**config.mk**
```make
export PLATFORM = sky130hd
export DESIGN_NAME = fifo32x8_ctrl
export DESIGN_NICKNAME = d
export VERILOG_FILES = /design/src/rtl/fifo32x8_ctrl.sv
export SDC_FILE = /design/constraint.sdc
export NUM_CORES = 1
export LEC_CHECK = 0
export ABC_AREA = 0
export CORE_MARGIN = 2
export CORE_UTILIZATION = 51
export DETAILED_ROUTE_END_ITERATION = 10
export PLACE_DENSITY = 0.89
export SLEW_MARGIN = 20
export SYNTH_ARGS = -nofsm -noshare
export SYNTH_HDL_FRONTEND = slang
export SYNTH_SLANG_ARGS = --single-unit
```
**constraint.sdc**
```tcl
create_clock -name Clock -period 6.5 [get_ports Clock]
set_input_delay 0.65 -clock Clock [delete_from_list [all_inputs] [get_ports Clock]]
set_output_delay 0.65 -clock Clock [all_outputs]
set_load 0.05 [all_outputs]
```
**src/rtl/fifo32x8_ctrl.sv**
```systemverilog
// fifo32x8_ctrl: 32-entry x 8-bit FIFO controller for a single-port 32x8 RAM.
// Owns pointers, occupancy and flags, and arbitrates between writer and reader.
// Each cycle is one RAM phase (IDLE, WRITE or READ), so the RAM is never double-booked.
module fifo32x8_ctrl (
  input  logic       Clock,
  input  logic       Reset_N,
  input  logic       Wr_Valid,
  input  logic [7:0] Wr_Data,
  output logic       Wr_Ready,
  input  logic       Rd_Req,
  output logic       Rd_Ready,
  output logic [7:0] Rd_Data,
  output logic       Rd_Valid,
  output logic       Full,
  output logic       Empty,
  output logic [5:0] Count,
  output logic [4:0] Ram_Address,
  output logic [7:0] Ram_Data,
  output logic       Ram_Write_Enable,
  output logic       Ram_Chip_Select,
  input  logic [7:0] Ram_Output
);

  typedef enum logic [1:0] {StIdle, StWrite, StRead} phase_e;
  typedef enum logic {GrantWrite, GrantRead} grant_e;

  phase_e      phase_q, phase_d;
  grant_e      last_grant_q, last_grant_d;
  logic [4:0]  wr_ptr_q, wr_ptr_d;
  logic [4:0]  rd_ptr_q, rd_ptr_d;
  logic [5:0]  count_q, count_d;
  logic [4:0]  ram_addr_q, ram_addr_d;
  logic [7:0]  ram_data_q, ram_data_d;
  logic        ram_we_q, ram_we_d;
  logic        ram_cs_q, ram_cs_d;
  logic [7:0]  rd_data_q, rd_data_d;
  logic        rd_valid_q, rd_valid_d;

  logic full, empty;
  logic wr_elig, rd_elig;
  logic wr_acc, rd_acc;

  // Flags, eligibility and arbitration; under contention the side opposite last_grant wins.
  always_comb begin
    full     = (count_q == 6'd32);
    empty    = (count_q == 6'd0);
    wr_elig  = Wr_Valid & ~full;
    rd_elig  = Rd_Req & ~empty;
    Wr_Ready = ~full & ~(rd_elig & (last_grant_q == GrantWrite));
    Rd_Ready = ~empty & ~(wr_elig & (last_grant_q == GrantRead));
    wr_acc   = Wr_Valid & Wr_Ready;
    rd_acc   = Rd_Req & Rd_Ready;
  end

  // Next-state: phase selection, pointer/count update, RAM pin values and read capture.
  always_comb begin
    phase_d      = StIdle;
    last_grant_d = last_grant_q;
    wr_ptr_d     = wr_ptr_q;
    rd_ptr_d     = rd_ptr_q;
    count_d      = count_q;
    ram_addr_d   = ram_addr_q;
    ram_data_d   = ram_data_q;
    ram_we_d     = 1'b0;
    ram_cs_d     = 1'b0;
    // Data returned by the RAM during a READ phase is captured at the edge ending it.
    rd_valid_d   = (phase_q == StRead);
    rd_data_d    = (phase_q == StRead) ? Ram_Output : rd_data_q;

    if (wr_acc) begin
      phase_d      = StWrite;
      last_grant_d = GrantWrite;
      ram_addr_d   = wr_ptr_q;
      ram_data_d   = Wr_Data;
      ram_we_d     = 1'b1;
      ram_cs_d     = 1'b1;
      wr_ptr_d     = wr_ptr_q + 5'd1;
      count_d      = count_q + 6'd1;
    end else if (rd_acc) begin
      phase_d      = StRead;
      last_grant_d = GrantRead;
      ram_addr_d   = rd_ptr_q;
      ram_cs_d     = 1'b1;
      rd_ptr_d     = rd_ptr_q + 5'd1;
      count_d      = count_q - 6'd1;
    end
  end

  // State registers with synchronous active-low reset; reset aborts any in-flight phase.
  always_ff @(posedge Clock) begin
    if (!Reset_N) begin
      phase_q      <= StIdle;
      last_grant_q <= GrantRead;
      wr_ptr_q     <= 5'd0;
      rd_ptr_q     <= 5'd0;
      count_q      <= 6'd0;
      ram_addr_q   <= 5'd0;
      ram_data_q   <= 8'h00;
      ram_we_q     <= 1'b0;
      ram_cs_q     <= 1'b0;
      rd_data_q    <= 8'h00;
      rd_valid_q   <= 1'b0;
    end else begin
      phase_q      <= phase_d;
      last_grant_q <= last_grant_d;
      wr_ptr_q     <= wr_ptr_d;
      rd_ptr_q     <= rd_ptr_d;
      count_q      <= count_d;
      ram_addr_q   <= ram_addr_d;
      ram_data_q   <= ram_data_d;
      ram_we_q     <= ram_we_d;
      ram_cs_q     <= ram_cs_d;
      rd_data_q    <= rd_data_d;
      rd_valid_q   <= rd_valid_d;
    end
  end

  assign Full             = full;
  assign Empty            = empty;
  assign Count            = count_q;
  assign Rd_Data          = rd_data_q;
  assign Rd_Valid         = rd_valid_q;
  assign Ram_Address      = ram_addr_q;
  assign Ram_Data         = ram_data_q;
  assign Ram_Write_Enable = ram_we_q;
  assign Ram_Chip_Select  = ram_cs_q;

endmodule

```
==> results.md, run 1 <==
* Routability cong. at approximately 0.77
* Vias in the first global route at 1,476
* Peak supply drop at 0.000255 V
* Synth area leaders: dfxtp_1, nand2_1, a21boi_0, ha_1, mux2i_1
* LEAKAGE at 0.00101 µW
* Synth Register Bits at between 40 and 50
* Critical Path Start Type: input port
* Fin. Hold Viols at 0
* RSZ-0062 raised after global routing: no
* Yosys warns at 0
* GRT overflow at 0
* Nets@finish at between 200 and 300
* Share of layout cells above drive strength 1 at 6.77%
* Number of fill cells at 281
* Hold-fix buffers, CTS at 0
* Dpl hpwl at 2.81 mm
* Root buf cell: clkbuf_8
* Ant diodes at 0
* Total GRT Usage at about 20%
* First-pass GRT wire length at between 6 and 7 mm
* Initial drt markers at 64
* DRC at 0
* Clock Path Buffers at 2
* Pwr Total at 1040 µW
* Clk_lat worst skew at 0.29 ns
* Routed vias/inst at 5.05
* Async S/R FF share, synth at 0%
* P_int at ~610 µW
* Max capacitance violation total at 0
* CP Class: in -> reg
* Slew Limit Fails at 0
* CTS Buf Count at 5
* Initial antenna violation count at 0
* Register area share after synthesis at 43.8%
* Setup TNS at 0 ns
* Clk network pwr share at 19.3%
* Crit. End Element: register
* I/O Pins at 54
* Critical Path AT at 3.69 ns
* Switching Fraction at 41.5%
* Clk slew on worst S/H paths at 0.08 ns
* PwrDens at slightly above 400 nW/µm²
* Sink Count at 42
* Sequential Power Share at 32.7%
* Worst Hold Class: reg -> reg
* Post-Route WL at 4.05 mm
* Chip Width at roughly 65 µm
* Num rows at 22
* Synth unique cells at 40
* Critical path startpoint: Rd_Req
* CP required at around 6.7 ns
* CTS tree: yes
* Place WS at 2.73 ns
* DR WL/cell at 12.9 µm
* Worst Clk Skew at 0.0104 ns
* Synthesized area per cell at 8.97 µm²
* CTS HTree Levels at 2
* Fin crit period at ~3.5 ns
* Buffers on Ports at 53
* Area grow syn2layout at 34.3%
* Syn Nets at approximately 240
* Number of post-CTS setup repair buffers at 0
* Worst setup slack after layout at between 3 and 4 ns
* Critical R2R Launch: Count[1]
* DR vias at 1,585
* Post-CTS Resized at 0
* Status: completed
* Die Ht at roughly 65 µm
* Worst slew margin at between 50% and 60%
* Period utilization at between 50% and 60%
* Initial Utilization at 52.9%
* Final ANT Viol Nets at 0
* Fmax at a little under 300 MHz
* Setup violators final at 0
* Cell taking the most area after synthesis: dfxtp_1
* Mapped Area at between 1500 and 2000 µm²
* Die area at between 4000 and 5000 µm²
* Slew @ Worst Pin at roughly 0.65 ns
* Hold path startpoint: Ram_Data[7]
* Post-synth top area share at 43.8%
* Combinational group share of total power at between 40% and 50%
* Critical Path Fanout Max at 19
* Util after Layout at 71.0%
* Primary FF master, synth: dfxtp_1
* Core area at about 3600 µm²
* Post-synthesis cell count at 214
* EDFF count, synth at 0
* Largest net degree at the start of global routing at 48
* 1st-pass router iterations at 4
* P_sw at 432 µW
-- layout by cell type (no fill, tap or decap), types with 2 or more instances in the layout --
| cell | netlist | routed |
|---|---|---|
| a21boi_0 | 24 | 24 |
| a21oi_1 | 3 | 3 |
| a22oi_1 | 5 | 5 |
| and2_1 | 7 | 7 |
| and2_2 | 2 | 2 |
| and3_1 | 2 | 2 |
| clkbuf_8 | 0 | 5 |
| clkdlybuf4s50_1 | 0 | 53 |
| dfxtp_1 | 42 | 42 |
| ha_1 | 6 | 6 |
| inv_1 | 4 | 4 |
| mux2i_1 | 7 | 7 |
| nand2_1 | 52 | 52 |
| nand2b_1 | 6 | 6 |
| nand3_1 | 3 | 3 |
| nand4_1 | 6 | 6 |
| nor2_1 | 2 | 2 |
| nor2b_1 | 5 | 5 |
| nor3_1 | 2 | 2 |
| o21ai_0 | 3 | 3 |
| xnor2_1 | 4 | 4 |
| xor2_1 | 2 | 2 |
-- registers in the layout, summed over array words and instances, names as in the netlist --
name / count
Count: 6
Ram_Address: 5
Ram_Chip_Select: 1
Ram_Data: 8
Rd_Data: 8
Rd_Valid: 1
last_grant_q: 1
phase_q: 2
rd_ptr_q: 5
wr_ptr_q: 5
-- logic make-up (layout without fill, tap and decap cells) --
family	after synthesis	in the layout	share of synthesized area, %
adder cells (fa/ha/maj)	7	7	4.95
AND/OR/NAND/NOR	93	93	24.0
AO/OA/AOI/OAI	43	43	16.2
XOR/XNOR	6	6	2.74
flip-flops	42	42	43.8
buffers and inverters	15	67	3.52
multiplexers	8	8	4.82
-- synth_stat cells (2+ instances only) --
library cell  number
a21boi_0          24
a21oi_1            3
a22oi_1            5
and2_1             7
and2_2             2
and3_1             2
clkbuf_1           8
dfxtp_1           42
ha_1               6
inv_1              4
mux2i_1            7
nand2_1           52
nand2b_1           6
nand3_1            3
nand4_1            6
nor2_1             2
nor2b_1            5
nor3_1             2
o21ai_0            3
xnor2_1            4
xor2_1             2
-- power by group through the flow --
stage	combinational, µW	sequential, µW	clock (µW)
6_report	500	341	201
5_1_grt	543	347	219
4_1_cts	503	340	205
3_5_place_dp	501	346	0
3_3_place_gp	492	345	0
2_1_floorplan	267	444	0
-- through the flow --
stage               instances  instance area [µm²]  hold WS (ns)
floorplan                 214                 1920         0.446
global placement          306                 2470         0.447
detailed placement        306                 2470         0.450
CTS                       314                 2580         0.461
global route              314                 2580         0.484
finish                    314                 2580         0.459
-- area by class of cell --
| cell class | count | area, µm² | area share (%) |
|---|---|---|---|
| multi-input cells | 157 | 1010 | 39.2 |
| flip-flops and latches | 42 | 841 | 32.6 |
| repair buffers | 54 | 538 | 20.9 |
| clock buffers | 6 | 72.6 | 2.81 |
| well taps | 48 | 60.1 | 2.33 |
| clock inverters | 2 | 37.5 | 1.45 |
| inverters | 5 | 18.8 | 0.727 |
-- routing by layer --
metal  global-route usage [%]  routed length [µm]
met1                     25.1                1770
met2                     33.7                1990
met3                     4.45                 264
met4                     9.64                  27
met5                        0                   0
-- worst max-delay path: stages --
cell and delay, ns:
clkdlybuf4s50_1 0.49, nor2b_1 0.18, o21ai_2 0.07, nand3_1 0.49
inv_2 0.51, fa_1 0.30, nor2b_1 0.06, o21a_1 0.17
o21ai_0 0.14, or3b_2 0.45, a21boi_0 0.16
-- worst paths after layout --
| check | to | slack [ns] | cells after the start |
|---|---|---|---|
| worst max-delay path | Count[4] | 3.03 | 11 |
| worst min-delay path | Ram_Data[7] | 0.46 | 2 |
| worst max register to register | Count[4] | 3.03 | 10 |
| worst min register to register | Ram_Data[7] | 0.46 | 2 |
(Power assumes the default switching activity.)
==> inputs of run 2 (changes only) <==
CORE_UTILIZATION = 43   (was 51)
PLACE_DENSITY = 0.81   (was 0.89)
clock period = 3 ns   (was 6.5 ns; I/O delays follow)
==> results.md, run 2 (same netlist as run 1, synthesis figures left out) <==
* Initial Utilization at 44.4%
* Number of fill cells at 388
* Fin crit period at roughly 2.8 ns
* Fmax at 354 MHz
* Max capacitance violation total at 0
* Root buf cell: clkbuf_8
* Die area at roughly 5000 µm²
* RSZ-0062 raised after global routing: no
* Largest net degree at the start of global routing at 26
* Post-CTS Resized at 0
* CTS Buf Count at 5
* Share of layout cells above drive strength 1 at 9.63%
* Core area at roughly 4300 µm²
* Clk network pwr share at 19.2%
* Worst Hold Class: reg -> reg
* Routed vias/inst at just under 5
* DR WL/cell at 12.5 µm
* Buffers on Ports at between 50 and 60
* LEAKAGE at 0.00103 µW
* Fin. Hold Viols at 0
* Sequential Power Share at 32.7%
* Design Area, Final at 2620 µm²
* DR vias at 1,597
* Chip Width at just over 70 µm
* Period utilization at 94.3%
* First-pass GRT wire length at between 6 and 7 mm
* Slew Limit Fails at 0
* Routability cong. at 0.806
* Setup TNS at 0 ns
* Num rows at 24
* Critical Path Start Type: register
* I/O Pins at 54
* Peak supply drop at 0.000506 V
* Worst slew margin at 50.1%
* Critical Path Fanout Max at 6
* Setup violators final at 0
* Crit. End Element: register
* Commonest non-fill, non-tap cell in the layout: clkdlybuf4s50_1
* Clk slew on worst S/H paths at 0.08 ns
* Nets@finish at 296
* Final ANT Viol Nets at 0
* Status: completed
* CP required at 3.22 ns
* 1st-pass router iterations at 4
* Vias in the first global route at 1,516
* P_sw at 938 µW
* Worst Clk Skew at between 0.008 and 0.009 ns
* Switching Fraction at around two fifths
* Clock Path Buffers at 2
* Area grow syn2layout at 36.3%
* P_int at 1330 µW
* Total GRT Usage at between 15 and 20%
* Dpl hpwl at between 2 and 3 mm
* CTS HTree Levels at 2
* Post-DP Area at 2510 µm²
* Ant diodes at 0
* Initial antenna violation count at 0
* Slew @ Worst Pin at about 0.75 ns
* Critical Path AT at 3.05 ns
* CP Class: reg -> reg
* Commonest cells after routing, fill and taps aside: clkdlybuf4s50_1, nand2_1, dfxtp_1, a21boi_0
* GRT overflow at 0
* Number of post-CTS setup repair buffers at 0
* Initial drt markers at 62
* Combinational group share of total power at 48.1%
* PwrDens at 866 nW/µm²
* CTS tree: yes
* Sink Count at 42
* DRC at 0
* Clk_lat worst skew at 0.29 ns
* Die Ht at 70.8 µm
* Hold-fix buffers, CTS at 0
* Pwr Total at 2270 µW
* Post-Route WL at 4.04 mm
run 2: through the flow:
step	hold slack (ns)	setup WS, ns	util, %	std cells
6_report	0.457	0.171	60.5	322
5_1_grt	0.490	0.0145	60.5	322
4_1_cts	0.460	0.175	60.5	322
3_5_place_dp	0.449	0.180	58.0	314
3_3_place_gp	0.446	0.309	58.0	314
2_1_floorplan	0.435	0.0280	-	214
run 2: final timing paths:
kind | from | cells past startpoint | endpoint | slack (ns)
worst max-delay path | Count[1] | 9 | Count[4] | 0.17
worst min-delay path | Ram_Data[7] | 2 | Ram_Data[7] | 0.46
worst max register to register | Count[1] | 9 | Count[4] | 0.17
worst min register to register | Ram_Data[7] | 2 | Ram_Data[7] | 0.46
run 2: critical path, stage by stage, from the launching register on:
cell and delay [ns]:
dfxtp_2 0.35, or4_4 0.56, o21ai_2 0.16, nand3_1 0.22, ha_1 0.39, nor2b_1 0.15, o21a_1 0.17, o21ai_0 0.13
or3b_2 0.44, a21boi_0 0.17
run 2: area by class of cell:
type / count / area (µm²) / area share [%]
clock buffer: 5 / 68.8 / 2.63
inverter: 5 / 18.8 / 0.717
sequential: 42 / 845 / 32.3
clock inverter: 3 / 40.0 / 1.53
tap: 52 / 65.1 / 2.49
multi-input combinational: 157 / 1010 / 38.7
timing repair buffer: 58 / 568 / 21.7
run 2: power by group through the flow:
stage                     clock network (µW)  logic, µW  registers (µW)
after floorplan                            0        578             967
after global placement                     0       1080             749
after detailed placement                   0       1090             755
after CTS                                446       1100             742
after global routing                     472       1170             757
final                                    435       1090             742
run 2: layer usage:
| layer | wire [µm] | GRT usage, % | vias up |
|---|---|---|---|
| li1 | - | - | 837 |
| met1 | 1860 | 19.6 | 731 |
| met2 | 2010 | 29.1 | 25 |
| met3 | 140 | 3.85 | 4 |
| met4 | 25 | 5.24 | 0 |
| met5 | 0 | 0 | - |
==> inputs of run 3 (changes only) <==
clock period = 2.5 ns   (was 3 ns; I/O delays follow)
==> results.md, run 3 (same netlist as run 1, synthesis figures left out) <==
* CTS tree: yes
* Peak supply drop at 0.00104 V
* Routed vias/inst at 5.10
* DR vias at 1,759
* Worst Clk Skew at roughly 0.0053 ns
* Design Area, Final at 2840 µm²
* Buffers on Ports at 53
* Root buf cell: clkbuf_8
* CP required at 2.71 ns
* Slew @ Worst Pin at 0.567 ns
* DRC at 0
* Status: completed
* Hold path cells at 2
* Final ANT Viol Nets at 0
* CTS Buf Count at 5
* Util after Layout at 65.7%
* Area grow syn2layout at 47.9%
* Die Ht at 70.8 µm
* Commonest non-fill, non-tap cell in the layout: nand2_1
* Clock Path Buffers at 2
* Slew Limit Fails at 0
* Core area at 4320 µm²
* Initial drt markers at 48
* I/O Pins at 54
* Share of layout cells above drive strength 1 at roughly a fifth
* Ant diodes at 0
* Dpl hpwl at 3.21 mm
* Worst Hold Class: reg -> reg
* Die area at 5020 µm²
* RSZ-0062 raised after global routing: yes
* Setup violators final at 0
* Final instance count without filler cells at approximately 350
* GRT overflow at 0
* Routability cong. at about 0.86
* Largest net degree at the start of global routing at 48
* Period utilization at 99.2%
* Post-DP Area at 2700 µm²
* Chip Width at 70.8 µm
* Hold path startpoint: Ram_Data[7]
* Sink Count at 42
* Num rows at 24
* Cells after DPL at around 330
* Fin. Hold Viols at 0
* Critical R2R Launch: Count[1]
* Clk slew on worst S/H paths at 0.08 ns
* Crit. End Element: register
* Total GRT Usage at between 10% and 20%
* Initial antenna violation count at 0
* Vias in the first global route at 1,635
* Hold-fix buffers, CTS at 0
* PwrDens at 1050 nW/µm²
* Fin crit period at 2.48 ns
* CTS HTree Levels at 2
* CP Class: reg -> reg
* LEAKAGE at 0.00115 µW
* Critical path startpoint: Count[1]
* Post-Route WL at 4.47 mm
* Critical Path Start Type: register
* Critical Path Fanout Max at 6
* Clk_lat worst skew at 0.29 ns
* Initial Utilization at 44.4%
* First-pass GRT wire length at 7.37 mm
* Worst slew margin at 62.1%
* Max capacitance violation total at 0
* Nets@finish at 319
* Fmax at 403 MHz
* DR WL/cell at 13.0 µm
* 1st-pass router iterations at 4
* Commonest cells after routing, fill and taps aside: nand2_1, clkdlybuf4s50_1, dfxtp_1, buf_4, a21boi_0
* Critical Path AT at between 2 and 3 ns
* Worst r2r path cells at 9
## run 3: metrics by stage
stage	worst slack (ns)	TNS [ns]	hold WS (ns)	total power (µW)
after floorplan	-0.157	-0.298	0.385	1930
after global placement	-0.0483	-0.0768	0.447	2470
after detailed placement	-0.102	-0.200	0.450	2490
after CTS	0.0106	0	0.461	2950
after global routing	-0.0897	-0.131	0.493	3140
final	0.0209	0	0.458	2970
## run 3: final cells by class
class	instances	area (µm²)
clock buffer	6	72.6
clock inverter	2	13.8
fill	370	1480
inverter	5	21.3
multi-input combinational	157	1070
sequential	42	852
tap	52	65.1
timing repair buffer	81	743
## run 3: worst paths after layout
| check | end | slack [ns] |
|---|---|---|
| worst max-delay path | Count[5] | 0.02 |
| worst min-delay path | Ram_Data[7] | 0.46 |
| worst max register to register | Count[5] | 0.02 |
| worst min register to register | Ram_Data[7] | 0.46 |
## run 3: timing repair
item	CTS	global route
setup endpoints to repair	2	2
setup buffers	2	3
endpoints found under the hold margin	0	0
gates resized for setup	2	1
gates cloned	0	0
pin swaps	1	3
## run 3: power breakdown
group	leakage (µW)	switching [µW]	internal, µW
logic	0.000760	911	745
clock network	0.0000452	227	197
registers	0.000346	101	791
total	0.00115	1240	1730
## run 3: metal layers
metal | global-route usage, % | vias up | wire length, µm
met3 | 4.56 | 0 | 243
li1 | - | 879 | -
met1 | 23.2 | 823 | 2040
met4 | 3.77 | 0 | 0
met2 | 31.2 | 57 | 2190
met5 | 0 | - | 0
## run 3: critical path, stage by stage (launching register included)
cell and delay (ns):
dfxtp_4 0.36, or4_4 0.53, o21ai_4 0.17, nand3_4 0.16
ha_4 0.25, a211oi_2 0.18, o21bai_1 0.10, a21oi_2 0.21
mux2i_4 0.25, mux2i_1 0.20
